### src/rtl/mc_pad_selftest.sv
// Pad-ring loopback self-test: passes functional IO through when idle, otherwise
// drives one pad at a time with 0 then 1 and checks the synchronized readback.
module mc_pad_selftest #(
  parameter int NumPads      = 8,
  parameter int SettleCycles = 4
) (
  input  logic               clk_i,
  input  logic               rst_i,
  input  logic               start_i,
  output logic               busy_o,
  output logic               done_o,
  output logic               pass_o,
  output logic [NumPads-1:0] fail_mask_o,
  input  logic [NumPads-1:0] func_d_i,
  input  logic [NumPads-1:0] func_oe_i,
  output logic [NumPads-1:0] pad_d_o,
  output logic [NumPads-1:0] pad_oe_o,
  input  logic [NumPads-1:0] pad_d_i
);

  localparam int IdxW = (NumPads > 1) ? $clog2(NumPads) : 1;
  localparam int CntW = (SettleCycles > 1) ? $clog2(SettleCycles) : 1;
  localparam logic [IdxW-1:0] LastIdx = IdxW'(NumPads - 1);
  localparam logic [CntW-1:0] CntLoad = CntW'(SettleCycles - 1);

  typedef enum logic [1:0] {
    IDLE   = 2'd0,
    SETTLE = 2'd1,
    SAMPLE = 2'd2,
    DONE   = 2'd3
  } state_t;

  state_t             state_q, state_d;
  logic [IdxW-1:0]    idx_q, idx_d;
  logic               pat_q, pat_d;
  logic [CntW-1:0]    cnt_q, cnt_d;
  logic [NumPads-1:0] fail_q, fail_d;
  logic               pass_q, pass_d;
  logic [NumPads-1:0] sync1_q, sync2_q;
  logic               busy;

  // pad_d_i is asynchronous to clk_i; two flops before anyone looks at it.
  always_ff @(posedge clk_i) begin
    if (rst_i) begin
      sync1_q <= '0;
      sync2_q <= '0;
    end else begin
      sync1_q <= pad_d_i;
      sync2_q <= sync1_q;
    end
  end

  always_ff @(posedge clk_i) begin
    if (rst_i) begin
      state_q <= IDLE;
      idx_q   <= '0;
      pat_q   <= 1'b0;
      cnt_q   <= '0;
      fail_q  <= '0;
      pass_q  <= 1'b0;
    end else begin
      state_q <= state_d;
      idx_q   <= idx_d;
      pat_q   <= pat_d;
      cnt_q   <= cnt_d;
      fail_q  <= fail_d;
      pass_q  <= pass_d;
    end
  end

  // Handshake: start_i is a request taken only in IDLE (no queuing); done_o is a
  // single-cycle completion strobe, after which pass_o/fail_mask_o stay valid
  // until the next accepted start.
  always_comb begin
    state_d = state_q;
    idx_d   = idx_q;
    pat_d   = pat_q;
    cnt_d   = cnt_q;
    fail_d  = fail_q;
    pass_d  = pass_q;
    busy    = 1'b0;
    done_o  = 1'b0;
    case (state_q)
      IDLE: begin
        if (start_i) begin
          fail_d  = '0;
          pass_d  = 1'b0;
          idx_d   = '0;
          pat_d   = 1'b0;
          cnt_d   = CntLoad;
          state_d = SETTLE;
        end
      end
      SETTLE: begin
        busy = 1'b1;
        if (cnt_q == '0) state_d = SAMPLE;
        else             cnt_d   = cnt_q - CntW'(1);
      end
      SAMPLE: begin
        busy = 1'b1;
        fail_d[idx_q] = fail_q[idx_q] | (sync2_q[idx_q] != pat_q);
        if (!pat_q) begin
          pat_d   = 1'b1;
          cnt_d   = CntLoad;
          state_d = SETTLE;
        end else if (idx_q == LastIdx) begin
          state_d = DONE;
        end else begin
          idx_d   = idx_q + IdxW'(1);
          pat_d   = 1'b0;
          cnt_d   = CntLoad;
          state_d = SETTLE;
        end
      end
      DONE: begin
        done_o  = 1'b1;
        pass_d  = (fail_q == '0);
        state_d = IDLE;
      end
      default: state_d = IDLE;
    endcase
  end

  // While testing only the pad under test drives; the rest are released.
  always_comb begin
    pad_d_o  = func_d_i;
    pad_oe_o = func_oe_i;
    if (busy) begin
      pad_d_o = {NumPads{pat_q}};
      for (int i = 0; i < NumPads; i++) begin
        pad_oe_o[i] = (idx_q == IdxW'(i));
      end
    end
  end

  assign busy_o      = busy;
  assign pass_o      = pass_q;
  assign fail_mask_o = fail_q;

endmodule

### config.mk
export PLATFORM = sky130hd
export DESIGN_NAME = mc_pad_selftest
export DESIGN_NICKNAME = d
export VERILOG_FILES = /design/src/rtl/mc_pad_selftest.sv
export SDC_FILE = /design/constraint.sdc
export NUM_CORES = 1
export LEC_CHECK = 0
export CAP_MARGIN = 20
export CORE_UTILIZATION = 45
export CTS_CLUSTER_DIAMETER = 150
export DETAILED_ROUTE_END_ITERATION = 7
export PLACE_DENSITY_LB_ADDON = 0.3
export SYNTH_ARGS = -nofsm -noshare
export SYNTH_HDL_FRONTEND = slang
export SYNTH_SLANG_ARGS = --single-unit
### constraint.sdc
create_clock -name clk_i -period 1.8 [get_ports clk_i]
set_input_delay 0.18 -clock clk_i [delete_from_list [all_inputs] [get_ports clk_i]]
set_output_delay 0.18 -clock clk_i [all_outputs]
set_load 0.01 [all_outputs]
# Yosys cells after proc, flatten, opt, wreduce, memory -nomap -nowiden

Index checks and enable logic that the tools add are counted.

Output and inout port bits: 27
Bits of input ports: 27
Bits in registers: 33
Latch bits: 0
RAM bits: 0
Bits in read-only memories: 0
Memories: 0
Word-level logic and storage cells: 76

Reduce and logical (&&, ||, !) cells: 14
Multipliers: 0
Eq/ne operators: 17
$lt $le $gt $ge: 2
Divide/modulo/power cells: 0
Bitwise gates (word level): 1
Mux-type cells: 32
Add/subtract/negate cells: 2
Shift-type cells: 0

Operators by type and width:

| kind                | number |
|---|---|
| $mux 8              | 3 |
| $mux 2              | 8 |
| $pmux 8 s2          | 1 |
| $eq 3x3->1 const B  | 4 |
| $ne 2x2->1 const B  | 5 |
| $mux 3              | 3 |
| $bwmux 8            | 1 |
| $logic_not 8->1     | 1 |
| $mux 1              | 8 |
| $pmux 2 s4          | 1 |
| $reduce_and 4->1    | 2 |
| $bmux 1 s3          | 2 |
| $eq 3x2->1 const B  | 2 |
| $pmux 2 s3          | 1 |
| $pmux 3 s2          | 1 |
| $reduce_and 2->1    | 3 |
| $eq 2x2->1 const B  | 2 |
| $logic_not 2->1     | 2 |
| $lt 3x4->1 const B  | 1 |
| $pmux 1 s2          | 2 |
| $reduce_bool 2->1   | 2 |
| $add 3x1->3 const B | 1 |
| $demux 1 s3         | 1 |
| $eq 3x1->1 const B  | 1 |
| other kinds (10)    | 10 |

# Longest topological paths before layout

Gate-level depths: netlist of run 1.

Depth in word-level cells: 6
Gate-level depth with buffers: 8

# Worst setup path after synthesis of run 1

OpenSTA, ideal clock, no wires.

Path type: reg2out
Start: register state_q[0]
End: output port pad_oe_o[3]
Data required time: 1.620 ns
Cell stages (with the launch flop): 5
Data arrival time: 1.483 ns
Slack: 0.137 ns
Cell sequence: dfxtp_1 -> inv_1 -> ha_1 -> clkbuf_1 -> mux2_2

Word-level cells in the longest chain between the ends: 4
Elaborated cells on any way between the ends: 5

RTL lines:

| what                                     | line | source |
|---|---|---|
| from (decl)                              | 33   | `state_t state_q, state_d;` |
| from (signal assigned)                   | 62   | `state_q <= state_d;` |
| $eq 2x2->1 or $eq 2x1->1 (tied branches) | 83   | `case (state_q)` |
| $reduce_or 2->1 (no line) *              | --   |  |
| $mux 1 *                                 | 83   |  |
| named net busy_o                         | 10   | `output logic busy_o,` |
| $mux 8 *                                 | 128  | `if (busy) begin` |
| to (decl)                                | 17   | `output logic [NumPads-1:0] pad_oe_o,` |

Mark *: on every way through the listed nets, which the timed path passes. The rest lies on a longest branch.

# Final worst setup path of run 1

Start: register state_q[0]
End: output port pad_oe_o[3]

Word-level cells in the longest chain between the ends: 4
Elaborated cells on any way between the ends: 5

RTL lines:

| what                                     | line |
|---|---|
| $eq 2x2->1 or $eq 2x1->1 (tied branches) | 83 |
| $reduce_or 2->1 (no line) *              | -- |
| $mux 1 *                                 | 83 |
| $mux 8 *                                 | 128 |

Mark *: on every way between the ends. The rest lies on a longest branch, timed or not.

==> results of run 1 <==
==> through the flow <==
| stage | hold slack (ns) | cells | setup TNS [ns] | setup slack, ns |
|---|---|---|---|---|
| floorplan | 0.2516 | 197 | 0 | 0.1367 |
| global placement | 0.4153 | 305 | -0.4451 | -0.06672 |
| detailed placement | 0.4204 | 305 | -0.9095 | -0.1221 |
| CTS | 0.4361 | 314 | -0.1120 | -0.04842 |
| global route | 0.4398 | 315 | 0 | 0.001233 |
| finish | 0.4343 | 315 | 0 | 0.03346 |
==> layer usage <==
| layer | share of wire [%] | vias to the layer above | GRT usage [%] |
|---|---|---|---|
| li1 | - | 804 | - |
| met1 | 47 | 691 | 26.57 |
| met2 | 46 | 50 | 31.59 |
| met3 | 5.3 | 6 | 5.978 |
| met4 | 1.5 | 0 | 9.375 |
| met5 | 0 | - | 0 |
==> area by class of cell <==
| class | count | area (um2) | area share [%] |
|---|---|---|---|
| clock buffer | 5 | 68.82 | 2.818 |
| clock inverter | 2 | 35.03 | 1.434 |
| inverter | 23 | 86.33 | 3.535 |
| multi-input combinational | 133 | 924.6 | 37.86 |
| sequential | 33 | 663.1 | 27.15 |
| tap | 46 | 57.56 | 2.357 |
| timing repair buffer | 73 | 606.8 | 24.85 |
==> cell usage after synthesis <==
cell type / instances
buf_4: 2
a21oi_1: 6
nor3_2: 1
clkbuf_1: 4
ha_1: 12
inv_1: 23
nand2_1: 8
buf_6: 1
mux2i_1: 5
mux2i_4: 1
nand2b_1: 5
nor2b_1: 19
a211oi_1: 2
mux2_2: 2
o21ai_0: 23
nor3_1: 5
nand4b_1: 1
nand3_1: 5
xor2_2: 1
dfxtp_1: 33
nor2_1: 18
a311oi_1: 1
a31oi_1: 11
nor4_1: 2
o22ai_1: 1
mux4_2: 2
buf_2: 1
or2_1: 1
o211ai_1: 1
==> power by group through the flow <==
stage | combinational, mW | sequential (mW) | clock, mW
2_1_floorplan | 0.757 | 0.871 | 0
3_3_place_gp | 1.51 | 0.849 | 0
3_5_place_dp | 1.54 | 0.853 | 0
4_1_cts | 1.50 | 0.840 | 0.666
5_1_grt | 1.66 | 0.851 | 0.703
6_report | 1.52 | 0.844 | 0.660
==> path summary, 6_finish.rpt <==
kind | start | endpoint | slack, ns
worst max-delay path | state_q[0] | pad_oe_o[3] | 0.03
worst min-delay path | sync1_q[2] | sync2_q[2] | 0.43
worst max register to register | state_q[0] | fail_mask_o[0] | 0.13
worst min register to register | sync1_q[2] | sync2_q[2] | 0.43
==> cell families after synthesis <==
family                     after synthesis
AOI/OAI and AO/OA                       45
xor gates and xnor gates                 1
adders and majority gates               12
buffers and inverters                   31
DFF                                     33
muxes                                   10
and+or+nand+nor                         65
==> repair_timing <==
item	in CTS	in global routing
pin swaps	1	1
cloned	0	0
resized for setup	63	15
setup endpoints to repair	17	21
buffers inserted	2	1
==> flip-flops by register name (all words and copies together), names as in the netlist <==
| name | flops |
|---|---|
| fail_mask_o | 8 |
| sync2_q | 8 |
| idx_q | 3 |
| state_q | 2 |
| cnt_q | 2 |
| pass_o | 1 |
| sync1_q | 8 |
| pat_q | 1 |
==> impl_metrics.json, run 1 <==
{
  "vias": 1551,
  "cp_data_arrival_time_ns": 1.59,
  "antenna_found_initial": 0,
  "synth_cells": 197,
  "placed_area_um2": 2356,
  "grt_max_degree": 23,
  "min_period_over_period_pct": 98.14,
  "cts.sinks": 33,
  "finalNetCount": 308,
  "track_usage_pct": 20.60,
  "fmax_mhz": 566.1,
  "cpMaxStageDelayCell": "dfxtp_2",
  "path_max_fanout": 3,
  "first_iter_violations": 79,
  "worstSetupEndpointType": "output port",
  "postRouteAntennaNets": 0,
  "numPortBuffers": 53,
  "maxCapViolCount": 0,
  "crit_chain": "inv_1, ha_4, mux2_2, dlygate4sd2_1",
  "numCtsBuffers": 5,
  "ys_seq_area_share_pct": 39.17,
  "p_comb_share_pct": 50.3,
  "slew-limit-headroom_pct": 78.55,
  "critPathKind": "reg2out",
  "most-common-layout-cells": "clkdlybuf4s50_1 (36), dfxtp_1 (31), inv_1 (22)",
  "status": "completed",
  "grt_pass1_wl_um": 6375,
  "rsz0062_at_grt": "false",
  "vias_per_cell": 4.924,
  "cts_buffer_depth": 2,
  "io_pins": 54,
  "final_common_cell": "clkdlybuf4s50_1",
  "avgSynthCellArea_um2": 8.562,
  "power_density_nw_per_um2": 1240,
  "slowest_delay_ns": 0.33,
  "skew_ns": 0.006481,
  "ctsHtreeMaxLevel": 2,
  "n_antenna_cell": 0,
  "synth.area.top_cells": "dfxtp_1 (39%), ha_1 (8.9%), nor2b_1 (7.0%), o21ai_0 (6.8%), inv_1 (5.1%)",
  "synth_top_area_share_pct": 39.17,
  "path_delay_family": "buffers and inverters",
  "path_buf_inv": 2,
  "ir_drop_v": 0.0007207,
  "min_path_type": "reg2reg",
  "tightest_slew_ns": 0.3188,
  "drc": 0,
  "die_area_um2": 3997,
  "dp.final_hpwl_um": 2743,
  "cts_root_buf": "clkbuf_8",
  "area_delta_synth_final_pct": 44.81,
  "fp.dieH_um": 63.22,
  "clockPowerShare_pct": 21.8,
  "cts.reportedPaths.clkPinSlew_ns": 0.07,
  "yosys.area_share.simple_pct": 19.88,
  "synth_top_family_by_area": "simple AND/OR/NAND/NOR gates",
  "ys_ff_latch": 33,
  "core-area_um2": 3468,
  "fin_area_um2": 2442,
  "synth_area_um2": 1687,
  "hold_path_depth": 1,
  "cp-start-kind": "flip-flop",
  "grt_pass1_vias": 1406,
  "p_seq_share_pct": 27.9,
  "ys_types": 29,
  "first_pass_iters": 4,
  "synthAdderAreaFrac_pct": 8.902,
  "synth-compound-area-share_pct": 14.91,
  "drive_above_1_share_pct": 21.56,
  "layout_min_cycle_time_ns": 1.767,
  "rows": 21,
  "synth_fp_nets": 236,
  "overflow": 0,
  "synth.area.mux_share_pct": 8.309,
  "finalHoldViolations": 0,
  "netSwitchingPower_mw": 1.071,
  "final_core_util_pct": 70.42,
  "finalSetupViolCount": 0,
  "cts_tree": "yes",
  "intPower_mw": 1.958,
  "p_leak_nw": 1.041,
  "clk-insertion-delay-late_ns": 0.29,
  "synth_top_cell_by_area": "dfxtp_1",
  "wl_per_cell_um": 12.20,
  "crit_required_ns": 1.62,
  "holdBufCountCts": 0,
  "start_util_pct": 48.63,
  "yosysWarnings": 0,
  "swShare_pct": 35.35,
  "globalplace.congestion": 0.8763,
  "chipWidth_um": 63.22,
  "finalPower_mw": 3.029,
  "synthXorXnorAreaFrac_pct": 0.9644,
  "routed_wl_um": 3842,
  "finalMaxSlewViolations": 0,
  "r2r_cells": 8,
  "path_depth": 4,
  "fillers": 289
}
Power figures use the tool's default switching activity.
==> inputs of run 2 (changes only) <==
ABC_CLOCK_PERIOD_IN_PS = 1800   (was not set)
==> results of run 2 <==
Same layout as run 1: the final DEF is identical, and so are final timing and power.
